### config.mk
export PLATFORM = sky130hd
export DESIGN_NAME = lane_unpack
export DESIGN_NICKNAME = d
export VERILOG_FILES = /design/src/rtl/lane_unpack_pkg.sv /design/src/rtl/lane_unpack_extract.sv /design/src/rtl/lane_unpack.sv
export SDC_FILE = /design/constraint.sdc
export NUM_CORES = 1
export LEC_CHECK = 0
export ABC_CLOCK_PERIOD_IN_PS = 5900
export BUFFER_PORTS_ARGS = -buffer_cell sky130_fd_sc_hd__buf_4
export CORE_UTILIZATION = 59
export DETAILED_ROUTE_END_ITERATION = 12
export MAX_ROUTING_LAYER = met4
export PLACE_DENSITY = 0.92
export SYNTH_ARGS = -nofsm -noshare
export SYNTH_HDL_FRONTEND = slang
export SYNTH_SLANG_ARGS = --single-unit
### constraint.sdc
create_clock -name clk -period 5.9 [get_ports clk]
set_input_delay 1.18 -clock clk [delete_from_list [all_inputs] [get_ports clk]]
set_output_delay 1.18 -clock clk [all_outputs]
set_load 0.01 [all_outputs]
### src/rtl/lane_unpack_pkg.sv
// Shared encodings and widths for the lane scatter unit and its lane extractor.
package lane_unpack_pkg;

  localparam int unsigned WORD_W     = 16;
  localparam int unsigned IDX_W      = 2;
  localparam int unsigned NIB_W      = 4;
  localparam int unsigned BYTE_W     = 8;
  localparam int unsigned NIB_LANES  = 4;
  localparam int unsigned BYTE_LANES = 2;

  localparam logic MODE_NIB  = 1'b0;
  localparam logic MODE_BYTE = 1'b1;

  typedef enum logic {
    ST_IDLE = 1'b0,
    ST_EMIT = 1'b1
  } state_t;

  // Index of the final lane for a given lane mode.
  function automatic logic [IDX_W-1:0] last_idx(input logic mode);
    return (mode == MODE_BYTE) ? IDX_W'(BYTE_LANES - 1) : IDX_W'(NIB_LANES - 1);
  endfunction

endpackage

### src/rtl/lane_unpack_extract.sv
// Combinational lane selector: picks lane[idx] of a packed word by mode and
// widens it to a full word with sign or zero extension.
module lane_extract
  import lane_unpack_pkg::*;
#(
  parameter bit SIGN_EXT = 1'b1
) (
  input  logic [WORD_W-1:0] i_word,
  input  logic              i_mode,
  input  logic [IDX_W-1:0]  i_idx,
  output logic [WORD_W-1:0] o_lane
);

  logic [NIB_W-1:0]  w_nib;
  logic [BYTE_W-1:0] w_byte;
  logic              w_nib_fill;
  logic              w_byte_fill;

  assign w_nib       = i_word[{i_idx, 2'b00} +: NIB_W];
  assign w_byte      = i_word[{i_idx[0], 3'b000} +: BYTE_W];
  assign w_nib_fill  = SIGN_EXT & w_nib[NIB_W-1];
  assign w_byte_fill = SIGN_EXT & w_byte[BYTE_W-1];

  assign o_lane = (i_mode == MODE_BYTE) ? {{(WORD_W-BYTE_W){w_byte_fill}}, w_byte}
                                        : {{(WORD_W-NIB_W){w_nib_fill}}, w_nib};

endmodule

### src/rtl/lane_unpack.sv
// Sequential scatter unit: accepts one packed word and emits its lanes one per
// handshake, LSB lane first, together with a running lane sum.
module lane_unpack
  import lane_unpack_pkg::*;
#(
  parameter bit SIGN_EXT = 1'b1
) (
  input  logic              clk,
  input  logic              rst_n,
  input  logic              flush,
  input  logic              in_valid,
  output logic              in_ready,
  input  logic [WORD_W-1:0] in_word,
  input  logic              in_mode,
  output logic              out_valid,
  input  logic              out_ready,
  output logic [WORD_W-1:0] out_data,
  output logic [IDX_W-1:0]  out_idx,
  output logic              out_last,
  output logic [WORD_W-1:0] out_sum
);

  state_t            r_state;
  state_t            w_state_nxt;
  logic [WORD_W-1:0] r_word;
  logic [WORD_W-1:0] w_word_nxt;
  logic              r_mode;
  logic              w_mode_nxt;
  logic [IDX_W-1:0]  r_count;
  logic [IDX_W-1:0]  w_count_nxt;
  logic [WORD_W-1:0] r_base;
  logic [WORD_W-1:0] w_base_nxt;

  logic [WORD_W-1:0] w_lane;
  logic [WORD_W-1:0] w_sum;
  logic              w_emit;
  logic              w_last;
  logic              w_out_fire;
  logic              w_accept;

  lane_extract #(
    .SIGN_EXT (SIGN_EXT)
  ) u_extract (
    .i_word (r_word),
    .i_mode (r_mode),
    .i_idx  (r_count),
    .o_lane (w_lane)
  );

  assign w_emit     = (r_state == ST_EMIT);
  assign w_last     = w_emit && (r_count == last_idx(r_mode));
  assign w_sum      = r_base + w_lane;
  assign w_out_fire = w_emit && out_ready;

  // A new word may land on the final-lane handshake, giving bubble-free words.
  assign in_ready = !flush && (!w_emit || (out_ready && w_last));
  assign w_accept = in_valid && in_ready;

  // Lane outputs are masked outside EMIT so a finished word never leaks out.
  assign out_valid = w_emit;
  assign out_data  = w_emit ? w_lane  : '0;
  assign out_idx   = w_emit ? r_count : '0;
  assign out_last  = w_last;
  assign out_sum   = w_emit ? w_sum   : '0;

  always_comb begin
    w_state_nxt = r_state;
    w_word_nxt  = r_word;
    w_mode_nxt  = r_mode;
    w_count_nxt = r_count;
    w_base_nxt  = r_base;
    if (flush) begin
      w_state_nxt = ST_IDLE;
      w_count_nxt = '0;
      w_base_nxt  = '0;
    end else if (w_accept) begin
      w_state_nxt = ST_EMIT;
      w_word_nxt  = in_word;
      w_mode_nxt  = in_mode;
      w_count_nxt = '0;
      w_base_nxt  = '0;
    end else if (w_out_fire) begin
      if (w_last) begin
        w_state_nxt = ST_IDLE;
        w_count_nxt = '0;
        w_base_nxt  = '0;
      end else begin
        w_count_nxt = r_count + IDX_W'(1);
        w_base_nxt  = w_sum;
      end
    end
  end

  always_ff @(posedge clk or negedge rst_n) begin
    if (!rst_n) begin
      r_state <= ST_IDLE;
      r_word  <= '0;
      r_mode  <= MODE_NIB;
      r_count <= '0;
      r_base  <= '0;
    end else begin
      r_state <= w_state_nxt;
      r_word  <= w_word_nxt;
      r_mode  <= w_mode_nxt;
      r_count <= w_count_nxt;
      r_base  <= w_base_nxt;
    end
  end

endmodule

==> key figures <==
Run status
  – Run status: completed

Synth
  – Post-synthesis cell type count: 43
  – Asr flop ratio synth: 100%
  – Post-Syn Nets: 300
  – Gate count after technology mapping: 262
  – Mean Syn Cell Area: 9.91 um^2
  – Predominant post-synthesis flop cell: dfrtp_1
  – Register area share after synthesis: 34.7%
  – Ys Warns: 0
  – Post-synthesis sequential element count: 36
  – Number of flops mapped to enable cells by yosys: 0
  – Cell area after synthesis: 2600 um^2

Clock network
  – Max clock buf depth: 2
  – Post-CTS Setup Bufs: 0
  – Sink Count: 36
  – Clock-pin slew on the worst setup and hold paths: 0.07 ns
  – Number of hold buffers added after CTS: 0
  – Htree depth: 2
  – Post-CTS Resized: 0
  – Cts bufs inserted: 5
  – CTS root buf: clkbuf_8
  – CTS tree: done
  – Worst skew pair latency: 0.29 ns

Floorplan
  – Die area: 4670 um^2
  – Core Rows: 23
  – Die Ht: 68.3 um
  – Starting Density: 63.1%
  – Die width: 68.3 um
  – Core area: 4120 um^2
  – I/O pin count: 59

Placed design
  – Global placement routability congestion: 0.837
  – Port buffer count: 58
  – Post-DP Area: 2990 um^2
  – DP HPWL: 4.28 mm
  – Dpl ws: 1.44 ns

GRT
  – Vias in the first global route: 1959
  – Grt total ovfl: 0
  – Largest net degree at the start of global routing: 37
  – Initial antenna violation count: 0
  – GRT Total Usage: 28.2%
  – First-pass GRT wire length: 9.25 mm

STA
  – Setup_tns: 0 ns
  – Least-Margin Pin Slew: 0.856 ns
  – Tmin final: 4.87 ns
  – Worst hold margin: 0.501 ns
  – Max Clock Freq: 0.206 GHz
  – Worst Skew: 0.00719 ns
  – Final setup margin: 1.03 ns
  – Relative slew slack: 43.0%
  – Hold Fails Final Rpt: 0
  – RSZ-0062 raised after global routing: false
  – Fin. max-slew vios: 0
  – Fin crit share: 82.5%
  – Final setup fails: 0

Detailed routing
  – 1st-iter DRT viols: 136
  – Final wirelength: 5.93 mm
  – Final ANT Viol Nets: 0
  – Avg WL per Cell: 16.5 um
  – Via/cell ratio: 5.94
  – Drt pass-1 iters: 4
  – Via count: 2139
  – DR DRC count: 0

Final layout
  – Finished layout cell area: 3080 um^2
  – Share of layout cells above drive strength 1: 28.7%
  – Antenna Cells: 0
  – Area grow syn2layout: 18.7%
  – Most common cell after layout, fill and taps aside: buf_4
  – Nets: 347
  – Most frequent cells in the layout: buf_4, dfrtp_1, nand2_1, and2_1, a21oi_1

Pwr
  – Overall power: 1.18 mW
  – Worst vdd ir: 0.188 mV
  – PwrDens: 383 nW/um^2
  – P_leak: 1.49 nW

Worst setup path
  – Critical Path Source Type: flip-flop
  – CP Capture Type: output pin
  – WP data arrival: 3.69 ns
  – Crit Path Max Fanout: 16
  – Worst setup startpoint: r_count[0]
  – Crit Path Category: flip-flop to output pin
  – Reg2reg start: r_count[0]
  – Worst path required time: 4.72 ns

Min path
  – Hold Crit Start: r_base[0]
  – Min-Delay Path Class: flip-flop to flip-flop

Run
  – Max cap viols: 0
[synthesized netlist by cell type (all sizes together), types with 2 or more instances]
master | count | area, um^2
a211oi | 2 | 15.0
a21o | 3 | 22.5
a21oi | 21 | 116
a22o | 11 | 96.3
a31oi | 2 | 12.5
and2 | 25 | 156
buf | 13 | 96.3
clkbuf | 7 | 26.3
dfrtp | 36 | 901
ha | 15 | 188
mux2 | 17 | 225
mux2i | 11 | 110
nand2 | 29 | 111
nand3 | 2 | 10.0
nor2 | 10 | 45.0
nor2b | 4 | 25.0
nor3 | 3 | 15.0
o21a | 3 | 22.5
o21ai | 19 | 95.1
xnor2 | 7 | 68.8
xor2 | 9 | 78.8
[registers in the layout (all words and copies together), names as in the netlist]
signal,cells
r_base,16
r_word,16
r_count,2
out_valid,1
r_mode,1
[through the flow]
stage          util (%)  std cells
3_5_place_dp       72.6        352
4_1_cts            74.9        360
5_1_grt            74.9        360
3_3_place_gp       72.6        352
6_report           74.9        360
2_1_floorplan         -        262
[worst paths after layout]
| check | to | slack [ns] | cells past startpoint |
|---|---|---|---|
| worst min-delay path | r_base[0] | 0.50 | 2 |
| worst max-delay path | out_sum[12] | 1.03 | 11 |
| max in group asynchronous | r_base[11] | 4.74 | 1 |
| min in group asynchronous | r_base[9] | 0.83 | 1 |
| worst min register to register | r_base[0] | 0.50 | 2 |
| worst max register to register | r_base[12] | 2.49 | 10 |
[report_power, final]
part	switching (mW)	internal [mW]	leakage [nW]
Clock	0.0892	0.0948	0.0445
Sequential	0.0608	0.295	0.459
Combinational	0.338	0.302	0.990
[logic make-up (layout without fill, tap and decap cells)]
logic type | Yosys count | after routing | synth area share [%]
xor+xnor | 16 | 16 | 5.69
simple gates | 76 | 76 | 14.9
fa+ha+maj | 16 | 16 | 8.00
compound gates | 68 | 68 | 18.1
buf+inv | 21 | 69 | 4.87
mux | 29 | 29 | 13.8
flops | 36 | 36 | 34.7
[worst max-delay path, stage by stage, from the launching register on]
cell	delay, ns
dfrtp_1	0.71
mux4_2	0.35
nor2_4	0.05
a21oi_2	0.51
ha_1	0.40
a21oi_1	0.23
nor2_1	0.06
a211oi_1	0.40
a32oi_2	0.19
xor2_1	0.18
and2_1	0.16
buf_4	0.14
[cell type report]
cell class,count,area (um^2)
Tap cell,50,62.6
Inverter,1,3.75
Clock buffer,7,86.3
Clock inverter,1,7.51
Timing Repair Buffer,60,450
Multi-Input combinational cell,205,1570
Fill cell,292,1030
Sequential cell,36,901
[routing by layer]
| layer | global-route usage (%) | vias up | part of all wire, % |
|---|---|---|---|
| met3 | 6.67 | 11 | 6.3 |
| met1 | 36.0 | 1026 | 44 |
| met5 | - | - | 0 |
| met4 | 10.7 | 0 | 1.6 |
| li1 | - | 1014 | - |
| met2 | 43.3 | 88 | 48 |
No activity file was read; power rests on OpenSTA's default activity.
